===== src/rtl/dds_sweep_ctrl.sv =====
// dds_sweep_ctrl: frequency-sweep / configuration controller for the DDS core.
// Holds host-written shadow registers and drives the DDS phase increment,
// occupation and waveform inputs. Runs single, sawtooth-repeat or triangle
// sweeps between f_start and f_stop in f_step increments, each frequency
// held for max(dwell,1) cycles. Every output is registered.
//
// Ports:
//   clk, reset_n            clock, async active-low reset
//   cfg_we/addr/wdata       host register write (0 f_start, 1 f_stop, 2 f_step,
//                           3 dwell, 4 mode {sweep_mode,occ,wave}, 5 manual inc)
//   start, stop             level-sampled sweep start / abort
//   inc_phi, occupation,    DDS controls
//   waveform
//   busy, done, err,        status: sweep active, single sweep finished pulse,
//   sweep_dir               start-rejected pulse, direction (1 = down)
module dds_sweep_ctrl #(
  parameter int DWELL_W = 16
) (
  input  logic        clk,
  input  logic        reset_n,
  input  logic        cfg_we,
  input  logic [2:0]  cfg_addr,
  input  logic [31:0] cfg_wdata,
  input  logic        start,
  input  logic        stop,
  output logic [31:0] inc_phi,
  output logic [3:0]  occupation,
  output logic [3:0]  waveform,
  output logic        busy,
  output logic        done,
  output logic        err,
  output logic        sweep_dir
);

  typedef enum logic [1:0] {IDLE, RUN_UP, RUN_DN} state_e;

  state_e state_q, state_d;

  // shadow registers
  logic [31:0]        fstart_q, fstop_q, fstep_q, man_q;
  logic [DWELL_W-1:0] dwell_q;
  logic [9:0]         mode_q;

  // snapshot taken at start; sn_dwell_q already holds max(dwell,1)
  logic [31:0]        sn_start_q, sn_stop_q, sn_step_q;
  logic [DWELL_W-1:0] sn_dwell_q;
  logic [1:0]         sn_mode_q;
  logic               snap_en;

  logic [31:0]        inc_q, inc_d;
  logic [3:0]         occ_q, occ_d, wav_q, wav_d;
  logic               dir_q, dir_d, done_q, done_d, err_q, err_d;
  logic [DWELL_W-1:0] cnt_q, cnt_d;
  // manual inc_phi write is applied one cycle after it lands in man_q
  logic               man_pend_q, man_pend_d;

  logic [DWELL_W-1:0] dwell_ld;
  logic [32:0]        up_sum, dn_dif;
  logic [31:0]        up_nxt, dn_nxt;

  assign dwell_ld = (dwell_q == '0) ? DWELL_W'(1) : dwell_q;

  // 33-bit arithmetic so the clamps see carry/borrow instead of a wrapped value
  assign up_sum = {1'b0, inc_q} + {1'b0, sn_step_q};
  assign up_nxt = (up_sum > {1'b0, sn_stop_q}) ? sn_stop_q : up_sum[31:0];
  assign dn_dif = {1'b0, inc_q} - {1'b0, sn_step_q};
  assign dn_nxt = (dn_dif[32] || (dn_dif[31:0] < sn_start_q)) ? sn_start_q : dn_dif[31:0];

  always_ff @(posedge clk or negedge reset_n) begin
    if (!reset_n) begin
      fstart_q <= '0;
      fstop_q  <= '0;
      fstep_q  <= '0;
      dwell_q  <= DWELL_W'(1);
      mode_q   <= '0;
      man_q    <= '0;
    end else if (cfg_we) begin
      case (cfg_addr)
        3'd0: fstart_q <= cfg_wdata;
        3'd1: fstop_q  <= cfg_wdata;
        3'd2: fstep_q  <= cfg_wdata;
        3'd3: dwell_q  <= cfg_wdata[DWELL_W-1:0];
        3'd4: mode_q   <= cfg_wdata[9:0];
        3'd5: man_q    <= cfg_wdata;
        default: ;
      endcase
    end
  end

  always_ff @(posedge clk or negedge reset_n) begin
    if (!reset_n) begin
      sn_start_q <= '0;
      sn_stop_q  <= '0;
      sn_step_q  <= '0;
      sn_dwell_q <= DWELL_W'(1);
      sn_mode_q  <= '0;
    end else if (snap_en) begin
      sn_start_q <= fstart_q;
      sn_stop_q  <= fstop_q;
      sn_step_q  <= fstep_q;
      sn_dwell_q <= dwell_ld;
      sn_mode_q  <= mode_q[9:8];
    end
  end

  always_ff @(posedge clk or negedge reset_n) begin
    if (!reset_n) begin
      state_q    <= IDLE;
      inc_q      <= '0;
      occ_q      <= '0;
      wav_q      <= '0;
      dir_q      <= 1'b0;
      done_q     <= 1'b0;
      err_q      <= 1'b0;
      cnt_q      <= '0;
      man_pend_q <= 1'b0;
    end else begin
      state_q    <= state_d;
      inc_q      <= inc_d;
      occ_q      <= occ_d;
      wav_q      <= wav_d;
      dir_q      <= dir_d;
      done_q     <= done_d;
      err_q      <= err_d;
      cnt_q      <= cnt_d;
      man_pend_q <= man_pend_d;
    end
  end

  always_comb begin
    state_d    = state_q;
    inc_d      = inc_q;
    occ_d      = occ_q;
    wav_d      = wav_q;
    dir_d      = dir_q;
    cnt_d      = cnt_q;
    done_d     = 1'b0;
    err_d      = 1'b0;
    snap_en    = 1'b0;
    man_pend_d = 1'b0;
    case (state_q)
      IDLE: begin
        occ_d = mode_q[7:4];
        wav_d = mode_q[3:0];
        if (man_pend_q) inc_d = man_q;
        if (cfg_we && cfg_addr == 3'd5) man_pend_d = 1'b1;
        if (start && !stop) begin
          if (fstep_q == '0 || fstart_q > fstop_q) begin
            err_d = 1'b1;
          end else begin
            // a manual write racing the start is dropped: the sweep owns inc_phi
            snap_en    = 1'b1;
            state_d    = RUN_UP;
            inc_d      = fstart_q;
            dir_d      = 1'b0;
            cnt_d      = dwell_ld;
            man_pend_d = 1'b0;
          end
        end
      end
      default: begin
        if (stop) begin
          state_d = IDLE;
          dir_d   = 1'b0;
        end else if (cnt_q <= DWELL_W'(1)) begin
          cnt_d = sn_dwell_q;
          if (state_q == RUN_UP) begin
            if (inc_q != sn_stop_q) begin
              inc_d = up_nxt;
            end else begin
              case (sn_mode_q)
                2'd1: inc_d = sn_start_q;
                2'd2: begin
                  state_d = RUN_DN;
                  dir_d   = 1'b1;
                  inc_d   = dn_nxt;
                end
                default: begin
                  state_d = IDLE;
                  done_d  = 1'b1;
                end
              endcase
            end
          end else begin
            if (inc_q != sn_start_q) begin
              inc_d = dn_nxt;
            end else begin
              state_d = RUN_UP;
              dir_d   = 1'b0;
              inc_d   = up_nxt;
            end
          end
        end else begin
          cnt_d = cnt_q - DWELL_W'(1);
        end
      end
    endcase
  end

  assign inc_phi    = inc_q;
  assign occupation = occ_q;
  assign waveform   = wav_q;
  assign busy       = (state_q != IDLE);
  assign done       = done_q;
  assign err        = err_q;
  assign sweep_dir  = dir_q;

endmodule


===== config.mk =====
export PLATFORM = sky130hd
export DESIGN_NAME = dds_sweep_ctrl
export DESIGN_NICKNAME = d
export VERILOG_FILES = /design/src/rtl/dds_sweep_ctrl.sv
export SDC_FILE = /design/constraint.sdc
export NUM_CORES = 1
export LEC_CHECK = 0
export ABC_AREA = 1
export CAP_MARGIN = 20
export CORE_UTILIZATION = 25
export CTS_CLUSTER_SIZE = 8
export DETAILED_ROUTE_END_ITERATION = 6
export PLACE_DENSITY = 0.39
export SKIP_LAST_GASP = 1
export SYNTH_ARGS = -nofsm -noshare
export SYNTH_HDL_FRONTEND = slang
export SYNTH_SLANG_ARGS = --single-unit

===== constraint.sdc =====
create_clock -name clk -period 3.3 [get_ports clk]
set_input_delay 0.66 -clock clk [delete_from_list [all_inputs] [get_ports clk]]
set_output_delay 0.66 -clock clk [all_outputs]
set_load 0.03 [all_outputs]

==> metrics <==
H-tree depth=2; die width=314 microns; R2R Setup Slk=-1.02 ns; Yosys reg bits=330; root buffer cell=clkbuf_16; crit-path max FO=6; setup TNS=-29.63 ns; later-pin clock latency in the skew report=0.62 ns; Worst-path clk slew=0.05 ns; Final Cycle Share=131%; Yosys cell types=49; critical path's largest stage delay=0.51 ns; RSZ-0062 raised after global routing=true; gpl congestion=0.911; synth-to-layout area growth=42.9%; Chip Height=314 microns; top_reg_cell synth=dfrtp_1; post-synthesis cell count=3647; Cell Rows=113; status=complete, but fails checks; RR Endpoint=inc_phi[24]; HP Class=register to register; number of I/O port buffers=83; final clock skew=0.0285 ns; Avg Inst Size Synth=6.66 sq um; DRT Pass-1 Iters=5; first-pass GRT wire length=160000 microns; Seq/Total Area, Yosys=34.0%; largest net degree at the start of global routing=68; final WL=107000 microns; antenna violations before repair=0; number of synthesized flops with an enable pin=0; n_diodes=0; GRT Total Usage=21.5%; critical path launch point=inc_phi[20]; IO Pins=84; setup slack after layout=-1.02 ns; CP arrival=4.83 ns; Synth top area share=33.8%; Die Area=98400 sq um; Setup Crit Path Kind=register to register; Crit-path slowest cell=dfrtp_2; ys async rst share=100%; Max Clk Rate=0.231 GHz; failing checks=setup timing; layout cell share with drive strength beyond 1=26.3%; Top delay family on crit path=simple AND/OR/NAND/NOR gates; WHS=0.466 ns; clock tree sinks=330; Area contributors post-synth=dfrtp_1 (34%), nand2_1 (18%), ha_1 (8.4%); Routed WL per cell=19.3 microns; hpwl dp=83300 microns; total CTS buffers=49; Startpoint Class=register; Critical Path RT=3.80 ns; worst path buffer plus inverter count=6; final max-slew violation count=0; crit-path most repeated cell=nand2_2; Via density=4.62; cell area after layout=34700 sq um; Syn Nets=3852; DRC marker count from the first detailed-route iteration=1697; worst slew pin tran=0.771 ns; critical path capture point type=register; R2R cell count=27; CTS tree=done; Synth warnings=0; WP depth=27; Core ar.=95600 sq um; post-layout min period=4.32 ns; vias=25600; final hold vios=0; Nets=4445; end point of the critical path=inc_phi[24]; Worst slew margin=48.1%; worst reg2reg startpoint=inc_phi[20]; max_cap viols=0; fin util=36.3%; DP Area=30800 sq um; clk buf depth=3; area leader, netlist=dfrtp_1; Starting Density=25.4%; Setup Viol. Count Final=32; Post-Syn Area=24300 sq um; vias in the first global route=25100; grt total ovfl=0; DRC Markers=0; post-route ant nets=0
## cell usage after synthesis (2+ instances only)
master,n
and2_1,4
o221ai_1,3
buf_4,5
clkbuf_1,80
nor2_2,4
dfstp_2,2
buf_2,45
and3_1,2
inv_2,14
nor4_1,16
inv_1,470
or2_2,8
o21bai_1,25
a31oi_1,3
o21a_1,3
nand2_2,12
o211ai_1,33
a21oi_2,3
nand2_1,1140
fa_1,2
a21oi_1,170
nand4_1,43
xor2_1,34
o21ai_1,16
o22ai_1,4
buf_6,5
dfrtp_1,328
xnor2_1,30
nor3_1,30
mux2i_1,17
o2111ai_1,2
nor2_1,325
nand3_1,249
o21ai_0,328
buf_1,13
clkbuf_2,4
ha_1,163
## layer usage
metal  GRT usage, %  share of wire (%)  vias to the layer above  wire [microns]
met1           32.3                 50                    12000           53400
met2           32.6                 43                      602           45600
met5              0                  0                        -               0
met3           2.12                4.8                      113            5120
met4           5.64                2.5                        0            2710
li1               -                  -                    12800               -
## sequential cells by signal, indices dropped and copies added (netlist names), 32 cells and up
signal / count
sn_stop_q: 32
fstep_q: 32
man_q: 32
fstart_q: 32
sn_step_q: 32
inc_phi: 32
fstop_q: 32
sn_start_q: 32
## logic make-up after synthesis
logic type | Yosys count | share of synthesized area [%]
buf+inv | 637 | 10.3
mux | 17 | 0.701
simple gates | 1838 | 30.9
flops | 330 | 34.0
fa+ha+maj | 165 | 8.56
xor+xnor | 64 | 2.31
compound gates | 596 | 13.2
## area by class of cell
class                           instances  area, sq um
Clock inverter                          5          119
Sequential cell                       330         8300
Multi-Input combinational cell       2680        15500
Fill cell                           10400        60900
Inverter                              485         1850
Clock buffer                           78         1370
Timing Repair Buffer                  694         6040
Tap cell                             1265         1580
## placed cells by master, fill, tap and decap left out, types with 27 or more instances in the layout
cell	netlist	final
o211ai_1	33	33
nand3_2	1	32
dfrtp_1	328	298
inv_2	14	60
dfrtp_2	0	30
clkbuf_16	0	52
nor2_2	4	28
nand2_1	1140	1015
ha_4	0	44
xor2_1	34	30
inv_1	470	418
buf_6	5	32
nor2_1	325	279
o21ai_0	328	319
nand4_1	43	43
a21oi_1	170	145
buf_4	5	542
nand2_2	12	110
xnor2_1	30	29
nand2_4	1	27
ha_1	163	115
nand3_1	249	212
clkdlybuf4s50_1	0	81
## through the flow
step                setup WS (ns)  std cells
detailed placement          -1.66       5368
finish                      -1.02       5537
floorplan                  -0.160       3647
global placement            -1.70       5368
CTS                         -1.03       5513
global route                -1.20       5537
## repair_timing
| action | 4_1_cts | 5_1_grt |
|---|---|---|
| hold buffers | 1 | 0 |
| setup endpoints to repair | 32 | 32 |
| endpoints found under the hold margin | 19 | 0 |
| pin swaps | 99 | 123 |
| setup buffers | 59 | 21 |
| cloned | 4 | 3 |
| gates resized for setup | 262 | 146 |
## worst reg2reg max path, cell delays in order, from the launching register on
cell and delay (ns):
dfrtp_2 0.51, ha_4 0.39, o21ai_1 0.14, buf_4 0.17, a21oi_4 0.12, nand2_2 0.08
buf_4 0.13, inv_1 0.06, nand3_1 0.09, nand2_2 0.13, inv_1 0.06, ha_1 0.27
nand2_1 0.08, nor2_4 0.09, nand4_1 0.18, nor3b_4 0.30, nand4_1 0.27, nand2_2 0.19
nand2_4 0.09, buf_12 0.15, buf_12 0.13, nand2_4 0.04, nand3_2 0.06, nand2_2 0.07
nand2_1 0.05, nand2_1 0.08, nand2_2 0.07, a21oi_4 0.23
## worst min path at each step
stage                              from             to  slack [ns]  cells after the start
final                     occupation[1]  occupation[1]        0.47                      2
after global routing        waveform[3]    waveform[3]        0.50                      2
after CTS                 occupation[1]  occupation[1]        0.47                      2
after detailed placement  occupation[1]  occupation[1]        0.46                      2
after global placement        mode_q[2]    waveform[2]        0.46                      2
after floorplan                 reset_n       cnt_q[0]        0.36                      0
Power is not shown: default switching activity piles up to over one toggle a cycle in this logic, so the estimate is an artifact.
